===== config.mk =====
export PLATFORM = sky130hd
export DESIGN_NAME = cond_unit
export DESIGN_NICKNAME = d
export VERILOG_FILES = /design/src/rtl/cond_unit.sv
export SDC_FILE = /design/constraint.sdc
export NUM_CORES = 1
export LEC_CHECK = 0
export CORE_AREA = 2 2 48 94
export DETAILED_ROUTE_END_ITERATION = 12
export DIE_AREA = 0 0 50 96
export PLACE_DENSITY = 0.64
export SKIP_LAST_GASP = 1
export SLEW_MARGIN = 40
export SYNTH_ARGS = -nofsm -noshare
export SYNTH_HDL_FRONTEND = slang
export SYNTH_SLANG_ARGS = --single-unit

===== constraint.sdc =====
create_clock -name clk -period 3.09 [get_ports clk]
set_clock_uncertainty 0.2 [all_clocks]
set_input_delay 0.618 -clock clk [delete_from_list [all_inputs] [get_ports clk]]
set_output_delay 0.618 -clock clk [all_outputs]
set_load 0.03 [all_outputs]

===== src/rtl/cond_unit.sv =====
// rtl/cond_unit.sv - ARM condition-check and NZCV flags-register stage
//
// Holds the architectural NZCV flags, evaluates the 4-bit ARM condition of
// the issuing instruction, gates the decoder write/branch controls and commits
// ALU flags from flag-setting instructions one cycle after issue.
//
// Compile-time option: COND_FLAG_BYPASS_EN
//   defined   - pending ALU flags are forwarded into the condition check, no stall
//   undefined - a dependent conditional instruction is stalled for one cycle
//
// Ports:
//   clk, reset        clock, synchronous active-high reset
//   valid, cond       issue strobe and ARM condition field
//   flag_w            [1] update N,Z  [0] update C,V
//   pcs, reg_w, mem_w ungated decoder controls
//   alu_flags         ALU {N,Z,C,V}, valid the cycle after issue
//   pc_src, reg_write, mem_write  gated controls
//   cond_ex           accepted instruction passed its condition
//   stall             issue not accepted this cycle
//   flags             architectural {N,Z,C,V}
//   skip_cnt          saturating count of accepted, condition-failed instructions

module cond_unit #(
  parameter int CNT_W = 16
) (
  input  logic             clk,
  input  logic             reset,
  input  logic             valid,
  input  logic [3:0]       cond,
  input  logic [1:0]       flag_w,
  input  logic             pcs,
  input  logic             reg_w,
  input  logic             mem_w,
  input  logic [3:0]       alu_flags,
  output logic             pc_src,
  output logic             reg_write,
  output logic             mem_write,
  output logic             cond_ex,
  output logic             stall,
  output logic [3:0]       flags,
  output logic [CNT_W-1:0] skip_cnt
);

  logic [3:0]       flags_q;
  logic [1:0]       pend;
  logic [CNT_W-1:0] cnt_q;
  logic [3:0]       ef;
  logic             stall_i;
  logic             cond_true;
  logic             accept;
  logic             cex;

`ifdef COND_FLAG_BYPASS_EN
  // Fields still waiting to be committed are taken straight from the ALU.
  always_comb begin
    ef      = flags_q;
    stall_i = 1'b0;
    if (pend[1]) ef[3:2] = alu_flags[3:2];
    if (pend[0]) ef[1:0] = alu_flags[1:0];
  end
`else
  // Any pending update makes the flags stale for a conditional instruction;
  // AL/NV (111x) never reads them, so it is not held back.
  always_comb begin
    ef      = flags_q;
    stall_i = valid & (pend != 2'b00) & (cond[3:1] != 3'b111);
  end
`endif

  always_comb begin
    cond_true = 1'b1;
    unique case (cond)
      4'b0000: cond_true = ef[2];
      4'b0001: cond_true = ~ef[2];
      4'b0010: cond_true = ef[1];
      4'b0011: cond_true = ~ef[1];
      4'b0100: cond_true = ef[3];
      4'b0101: cond_true = ~ef[3];
      4'b0110: cond_true = ef[0];
      4'b0111: cond_true = ~ef[0];
      4'b1000: cond_true = ef[1] & ~ef[2];
      4'b1001: cond_true = ~ef[1] | ef[2];
      4'b1010: cond_true = (ef[3] == ef[0]);
      4'b1011: cond_true = (ef[3] != ef[0]);
      4'b1100: cond_true = ~ef[2] & (ef[3] == ef[0]);
      4'b1101: cond_true = ef[2] | (ef[3] != ef[0]);
      default: cond_true = 1'b1;
    endcase
  end

  // Reset masks every output, combinational ones included.
  assign accept    = valid & ~stall_i & ~reset;
  assign cex       = accept & cond_true;
  assign cond_ex   = cex;
  assign pc_src    = pcs & cex;
  assign reg_write = reg_w & cex;
  assign mem_write = mem_w & cex;
  assign stall     = stall_i & ~reset;
  assign flags     = reset ? 4'b0000 : flags_q;
  assign skip_cnt  = reset ? '0 : cnt_q;

  always_ff @(posedge clk) begin
    if (reset) begin
      flags_q <= 4'b0000;
      pend    <= 2'b00;
      cnt_q   <= '0;
    end else begin
      // Commit uses the pend captured on the previous edge.
      if (pend[1]) flags_q[3:2] <= alu_flags[3:2];
      if (pend[0]) flags_q[1:0] <= alu_flags[1:0];
      pend <= cex ? flag_w : 2'b00;
      if (accept && !cond_true && !(&cnt_q))
        cnt_q <= cnt_q + {{(CNT_W-1){1'b0}}, 1'b1};
    end
  end

endmodule


======== Yosys cells after proc, flatten, opt, wreduce, memory -nomap -nowiden ========
Cells that the tools add are included.
word-level totals
  register bits ........................... 22
  input port bits ......................... 16
operators by class
  add/subtract/negate cells ............... 1
  eq/ne operators ......................... 16
  muxes and demuxes ....................... 3
  bitwise logic cells ..................... 20
  reductions and logical operators ........ 8
operator list
  kind                     count
  $eq A4 B4 Y1 const B     6
  $add A16 B1 Y16 const B  1
  $eq A4 B3 Y1 const B     4
  $mux W16                 1
  $reduce_and A16 Y1       1
  $pmux W1 S14             1
  $and A1 B1 Y1            11
  $eq A4 B2 Y1 const B     2
  $not A1 Y1               7
  $eq A4 B1 Y1 const B     1
  $logic_not A4 Y1         1
  $mux W4                  1
  $ne A3 B3 Y1 const B     1
  $logic_and A1 B1 Y1      2
  $logic_not A1 Y1         2
  $or A1 B1 Y1             2
  $reduce_bool A2 Y1       1
  $reduce_or A2 Y1         1
  $eq A1 B1 Y1             1
  $ne A1 B1 Y1             1

======== Depth between registers and ports, before layout ========
Gate-level depths: netlist of run 1.
  word-level depth ........................ 9
  gate-level depth with buffers ........... 8
  gate-level depth less buffers ........... 7

======== Worst setup path after synthesis of run 1 ========
OpenSTA, ideal clock, no wires.
  path type ............................... input to output
  start ................................... input port cond[3]
  end ..................................... output port mem_write
  arrival ................................. 2.043 ns
  required time ........................... 2.272 ns
  path slack .............................. 0.229 ns
  stages .................................. 6
  path buffers ............................ 1
  cells stage by stage .................... clkbuf_2 > and3b_1 > a22oi_1 > mux2i_1 > o2111ai_1 > and3_1
on the way
  longest elaborated chain between the ends .. 7
  elaborated cells on any way between the ends .. 22
  classes of those cells .................. eq/ne: 14; mux: 1; bitwise: 6; reduce/logical: 1
ends and longest elaborated chain
  item                         line  RTL
  from (decl)                  29    input logic [3:0] cond,
  $ne A3 B3 Y1                 66    stall_i = valid & (pend != 2'b00) & (cond[3:1] != 3'b111);
  $and A1 B1 Y1                66
  $not A1 Y1                   92    assign accept = valid & ~stall_i & ~reset;
  $and A1 B1 Y1 (2 in series)  92
  $and A1 B1 Y1 *              93    assign cex = accept & cond_true;
  $and A1 B1 Y1 *              97    assign mem_write = mem_w & cex;
  to (decl)                    37    output logic mem_write,
Mark *: on every way between the ends. The rest lies on a longest branch, timed or not.

======== Final worst setup path of run 1 ========
  start ................................... input port cond[0]
  end ..................................... output port reg_write
on the way
  longest elaborated chain between the ends .. 4
  elaborated cells on any way between the ends .. 17
  classes of those cells .................. eq/ne: 13; mux: 1; bitwise: 2; reduce/logical: 1
ends and longest elaborated chain
  item                                  line  RTL
  $eq A4 B4 Y1 (tied with other cells)  72    unique case (cond)
  $pmux W1 S14 *                        72
  $and A1 B1 Y1 *                       93
  $and A1 B1 Y1 *                       96    assign reg_write = reg_w & cex;
  to (decl)                             36    output logic reg_write,
Marked as above.

==> results.cfg, run 1 <==
[global_routing]
first_global_vias = 1302
grt_overflow_total = 0
antenna_found_initial = 0
grt_start_max_net_pins = 38
grt_pass1_wl_um = 5510
track_usage = 0.147

[floorplan]
row_count = 33
initial_core_util = 0.328
die_h_um = 96
die_x_um = 50
core_um2 = 4090
io_pins = 41
dieArea_um2 = 4800

[timing]
finalHoldViolations = 0
slew_violations = 0
layout_min_cycle_time_ps = 2960
min_period_over_period = 0.957
setup_viol = 0
tightest_slew_ps = 361
max_clock_freq_ghz = 0.338
rsz0062_at_grt = no
whs_ps = 315
max_slew_margin = 0.759
setup_tns_ps = 0

[drt]
wirelength_um = 3270
ant_nets = 0
wl_met1_um = 1210
met3_length_um = 121
topRoutingLayerUsed = met4
drt_iter0_markers = 19
wl_per_cell_um = 12.1
wl_met2_um = 1890
drc = 0
dr.pass1.iters = 4
vias = 1336
vias_per_cell = 4.97

[synthesis]
synth_area_leaders = dfxtp_1 33%, nor2b_1 8.4%, mux2i_1 6.0%
ys_seq_area_frac = 0.329
ys.flop_type = dfxtp_1
synth_cell_types = 41
synth_cells = 165
async_reset_ff_frac = 0
avgSynthCellArea_um2 = 8.11
netlist_top_cells_count = 22 x dfxtp_1, 18 x nor2b_1, 17 x nor2_1, 10 x nand2_1
ys_ff_latch = 22
yosysMostFrequentCell = dfxtp_1
yosys.area.top_type = dfxtp_1
yosysWarnings = 0
syn-num-nets = 182
synth_edf_count = 0
synth_top_area_frac = 0.329
synth_area_um2 = 1340

[clock_network]
clock-root-buffer = clkbuf_8
holdBufCountCts = 0
clk_latency_ps = 270
cts.sinks = 22
clk_pin_slew_ps = 80
cts_made_buffers = 3
cts_htree_levels = 1
tritoncts = built
clk_path_buf_depth = 2

[cells_and_area]
nNetsFinal = 235
drive_gt1_frac = 0.272
stdcell_area_um2 = 1900
synthToLayoutAreaGrowth_pct = 41.8
antenna_cells = 0
final_cells = 269

[setup_path]
end_kind = output pin
crit_type = in -> out
cp.arrival_ps = 2140
critPathMaxFanout = 5
cp-start-kind = primary input
cp.required_ps = 2270

[power]
ir_worst_vdd_mv = 0.237
leakage_nw = 0.804
p_per_area_nw_per_um2 = 318

[place]
dp_hpwl_um = 2440
dpl.cell_count = 260
placed_cell_area_um2 = 1780
portBuffers = 40
place_congestion = 0.740

[run]
max-cap-violations = 0

[outcome]
status = completed

[hold_path]
min_path_type = reg -> reg
## metal layers
layer / vias up / GRT usage
li1: 697 / -
met1: 606 / 0.142
met2: 28 / 0.300
met3: 5 / 0.0202
met4: 0 / 0.0532
met5: - / 0
## per-stage QoR
| step | util | total power [mW] | worst slack [ps] |
|---|---|---|---|
| finish | 0.464 | 0.604 | 132 |
| global route | 0.464 | 0.632 | 5.08 |
| CTS | 0.458 | 0.606 | -29.1 |
| detailed placement | 0.436 | 0.393 | -106 |
| global placement | 0.436 | 0.393 | -66.5 |
| floorplan | - | 0.351 | 229 |
## power breakdown
part,leakage (nW),internal [mW],switching (mW)
logic,0.597,0.0540,0.0481
clock network,0.0288,0.114,0.0958
registers,0.178,0.287,0.00531
## final timing paths
check | end | start | slack (ps) | cells after the start
worst min register to register | cnt_q[10] | cnt_q[10] | 320 | 2
worst max register to register | cnt_q[7] | ef[2] | 410 | 10
worst min-delay path | cnt_q[10] | cnt_q[10] | 320 | 2
worst max-delay path | reg_write | cond[0] | 130 | 7
## cell type report
cell class                      count  area, um^2
Multi-Input combinational cell    129         853
Inverter                            6        22.5
Sequential cell                    22         440
Timing Repair Buffer               56         462
Clock buffer                        4        55.1
Tap cell                           52        65.1
Fill cell                         417        2190
## placed cells by master (no fill, tap or decap), drive strengths merged, types with 2 or more instances in the layout
| master | Yosys | routed |
|---|---|---|
| buf | 3 | 41 |
| dfxtp | 22 | 22 |
| nor2b | 18 | 18 |
| nor2 | 17 | 17 |
| clkdlybuf4s50 | 0 | 12 |
| nand2 | 11 | 11 |
| mux2i | 8 | 8 |
| nor3 | 8 | 8 |
| o21ai | 7 | 7 |
| inv | 6 | 6 |
| nand3 | 6 | 6 |
| and3 | 6 | 6 |
| nand4 | 6 | 6 |
| a21oi | 5 | 5 |
| mux2 | 5 | 5 |
| or3 | 4 | 4 |
| clkbuf | 5 | 4 |
| nor3b | 3 | 3 |
| o31ai | 3 | 3 |
| or2 | 2 | 2 |
| nand2b | 2 | 2 |
| and3b | 2 | 2 |
| nor4 | 2 | 2 |
| a21o | 2 | 2 |
| dlymetal6s2s | 0 | 2 |
## timing repair
item                                    4_1_cts  5_1_grt
pin swaps                                     1        4
gates resized for setup                       2        5
setup buffers                                 4        1
gates cloned                                  0        0
endpoints found under the setup margin        4       10
## logic make-up (layout without fill, tap and decap cells)
| logic type | after synthesis | in the layout | share of synthesized area |
|---|---|---|---|
| AOI/OAI and AO/OA | 23 | 23 | 0.121 |
| adders and majority gates | 1 | 1 | 0.00934 |
| muxes | 13 | 13 | 0.102 |
| DFF | 22 | 22 | 0.329 |
| and+or+nand+nor | 89 | 89 | 0.361 |
| xor gates and xnor gates | 3 | 3 | 0.0299 |
| buffers and inverters | 14 | 66 | 0.0486 |
## worst max-delay path, cell delays in order
cell             delay (ps)
clkdlybuf4s50_1         550
buf_4                   150
nor3_1                   40
mux2i_1                 220
o2111ai_2               220
and3_1                  190
buf_4                   160
## state kept, by name, summed over array words and instances, names as in the netlist
signal,count
cnt_q,16
ef,4
pend,2
Power figures use the tool's default switching activity.
==> inputs of run 2 (changes only) <==
--- a/config.mk
+++ b/config.mk
@@ -8,7 +8,8 @@
 export CORE_AREA = 2 2 48 94
 export DETAILED_ROUTE_END_ITERATION = 12
 export DIE_AREA = 0 0 50 96
-export PLACE_DENSITY = 0.64
+export HOLD_SLACK_MARGIN = 0.08
+export PLACE_DENSITY = 0.67
 export SKIP_LAST_GASP = 1
 export SLEW_MARGIN = 40
 export SYNTH_ARGS = -nofsm -noshare
==> constraint.sdc (replaced) <==
create_clock -name clk -period 2.7 [get_ports clk]
set_clock_uncertainty 0.2 [all_clocks]
set_input_delay 0.54 -clock clk [delete_from_list [all_inputs] [get_ports clk]]
set_output_delay 0.54 -clock clk [all_outputs]
set_load 0.03 [all_outputs]
==> results.cfg, run 2 (synthesis gave the netlist of run 1 again) <==
[floorplan]
io_pins = 41
initial_core_util = 0.328
die_x_um = 50
dieArea_um2 = 4800
die_h_um = 96
row_count = 33
core_um2 = 4090

[clock_network]
clk_latency_ps = 260
cts_made_buffers = 3
cts.sinks = 22
tritoncts = built
clock-root-buffer = clkbuf_8
cts_htree_levels = 1
holdBufCountCts = 0
clk_pin_slew_ps = 80
clk_path_buf_depth = 2

[power]
seqPwrFrac = 0.483
power_frac_clock = 0.340
p_per_area_nw_per_um2 = 360
leakage_nw = 0.789
p_int_uw = 523
combPwrFrac = 0.177
p_sw_uw = 170
switching_share = 0.245
ir_worst_vdd_mv = 0.268
finalPower_uw = 693

[cells_and_area]
top_register = cnt_q
layout_common_cells = 37 x buf_4, 21 x dfxtp_1, 18 x nor2b_1, 17 x nor2_1, 11 x clkdlybuf4s50_1
synthToLayoutAreaGrowth_pct = 43.7
nNetsFinal = 235
drive_gt1_frac = 0.290
largest_register_ff_count = 16
final_common_cell = buf_4
antenna_cells = 0

[global_routing]
track_usage = 0.149
first_global_vias = 1335
grt_start_max_net_pins = 38
antenna_found_initial = 0
grt_pass1_wl_um = 5620
grt_overflow_total = 0

[timing]
layout_setup_ws_ps = 1.50
tightest_slew_ps = 370
finalHoldViolations = 0
min_period_over_period = 0.999
max_slew_margin = 0.753
max_clock_freq_ghz = 0.371
setup_viol = 0
layout_min_cycle_time_ps = 2700
slew_violations = 0

[drt]
drt_iter0_markers = 26
drc = 0
ant_nets = 0
dr.pass1.iters = 4
wirelength_um = 3330
vias = 1325
wl_per_cell_um = 12.4
vias_per_cell = 4.93

[setup_path]
timing.reg2reg.worst_path_depth = 10
crit_start = cond[2]
critPathMaxFanout = 5
regToRegStartpoint = ef[2]
critPathCapture = mem_write
reg2reg_setup_slack_ps = 120
crit_type = in -> out
reg2reg_to = cnt_q[7]
cp.arrival_ps = 1960
end_kind = output pin
cp-start-kind = primary input
cp.required_ps = 1960

[run]
max-cap-violations = 0

[place]
place_congestion = 0.785
dp_hpwl_um = 2530
pre_cts_slack_ps = -345
portBuffers = 40

[outcome]
status = completed

[hold_path]
min_path_type = reg -> reg
[run 2: changes by cell type in the layout (fill, tap and decap cells not counted), moves of 2 or more]
cell / before / now
clkbuf_2: 0 / 2
dlymetal6s2s_1: 2 / 0
buf_6: 0 / 3
and3_4: 0 / 2
and3_1: 6 / 4
buf_4: 41 / 37
[run 2: power by group through the flow]
stage	clock (mW)	combinational (mW)	sequential [mW]
after floorplan	0	0.0621	0.341
after global placement	0	0.112	0.343
after detailed placement	0	0.113	0.343
after CTS	0.244	0.116	0.335
after global routing	0.255	0.135	0.336
final	0.236	0.122	0.335
[run 2: per-layer routing]
metal  vias to the layer above  routed length, um  track usage  part of all wire
met1                       606               1230        0.140              0.37
met3                         6                101       0.0155             0.030
met2                        25               1940        0.308              0.58
li1                        688                  -            -                 -
met4                         0                 61       0.0648             0.018
met5                         -                  0            0                 0
[run 2: layout make-up]
cell class / instances / area (um^2)
fill: 412 / 2160
multi-input combinational: 129 / 870
timing repair buffer: 56 / 470
sequential: 22 / 442
tap: 52 / 65.1
clock buffer: 4 / 55.1
inverter: 6 / 22.5
[run 2: what timing repair did]
| item | in CTS | in global routing |
|---|---|---|
| pin swaps | 5 | 4 |
| buffers inserted | 1 | 2 |
| endpoints found under the setup margin | 7 | 4 |
| resized for setup | 9 | 9 |
[run 2: worst min-delay path by stage]
| stage | slack [ps] | end | start | cells after the start |
|---|---|---|---|---|
| 3_5_place_dp | 310 | cnt_q[8] | cnt_q[8] | 2 |
| 3_3_place_gp | 290 | cnt_q[8] | cnt_q[8] | 2 |
| 2_1_floorplan | 270 | cnt_q[9] | cnt_q[9] | 2 |
| 6_report | 320 | cnt_q[8] | cnt_q[8] | 2 |
| 4_1_cts | 320 | cnt_q[10] | cnt_q[10] | 2 |
| 5_1_grt | 360 | cnt_q[13] | cnt_q[13] | 2 |
[run 2: worst max-delay path, stage by stage]
cell and delay [ps]:
clkdlybuf4s15_1 200, and3b_1 180, a22oi_2 160, mux2i_2 350
o2111ai_4 190, and3_4 210, buf_6 130
[run 2: per-stage QoR]
stage               setup TNS (ps)  instances  utilization  instance area, um^2  hold WS (ps)
detailed placement           -3810        262        0.444                 1810           307
finish                           0        269        0.471                 1920           319
global placement             -3600        262        0.444                 1810           294
global route                  -173        269        0.471                 1920           355
CTS                              0        267        0.463                 1890           322
floorplan                        0        165            -                 1340           275
==> inputs of run 3 (changes only) <==
--- a/config.mk
+++ b/config.mk
@@ -5,13 +5,13 @@
 export SDC_FILE = /design/constraint.sdc
 export NUM_CORES = 1
 export LEC_CHECK = 0
+export CAP_MARGIN = 20
 export CORE_AREA = 2 2 48 94
 export DETAILED_ROUTE_END_ITERATION = 12
 export DIE_AREA = 0 0 50 96
 export HOLD_SLACK_MARGIN = 0.08
 export PLACE_DENSITY = 0.67
 export SKIP_LAST_GASP = 1
-export SLEW_MARGIN = 40
 export SYNTH_ARGS = -nofsm -noshare
 export SYNTH_HDL_FRONTEND = slang
 export SYNTH_SLANG_ARGS = --single-unit
==> results of run 3 <==
No change in the layout: final DEF, timing and power equal those of run 2.
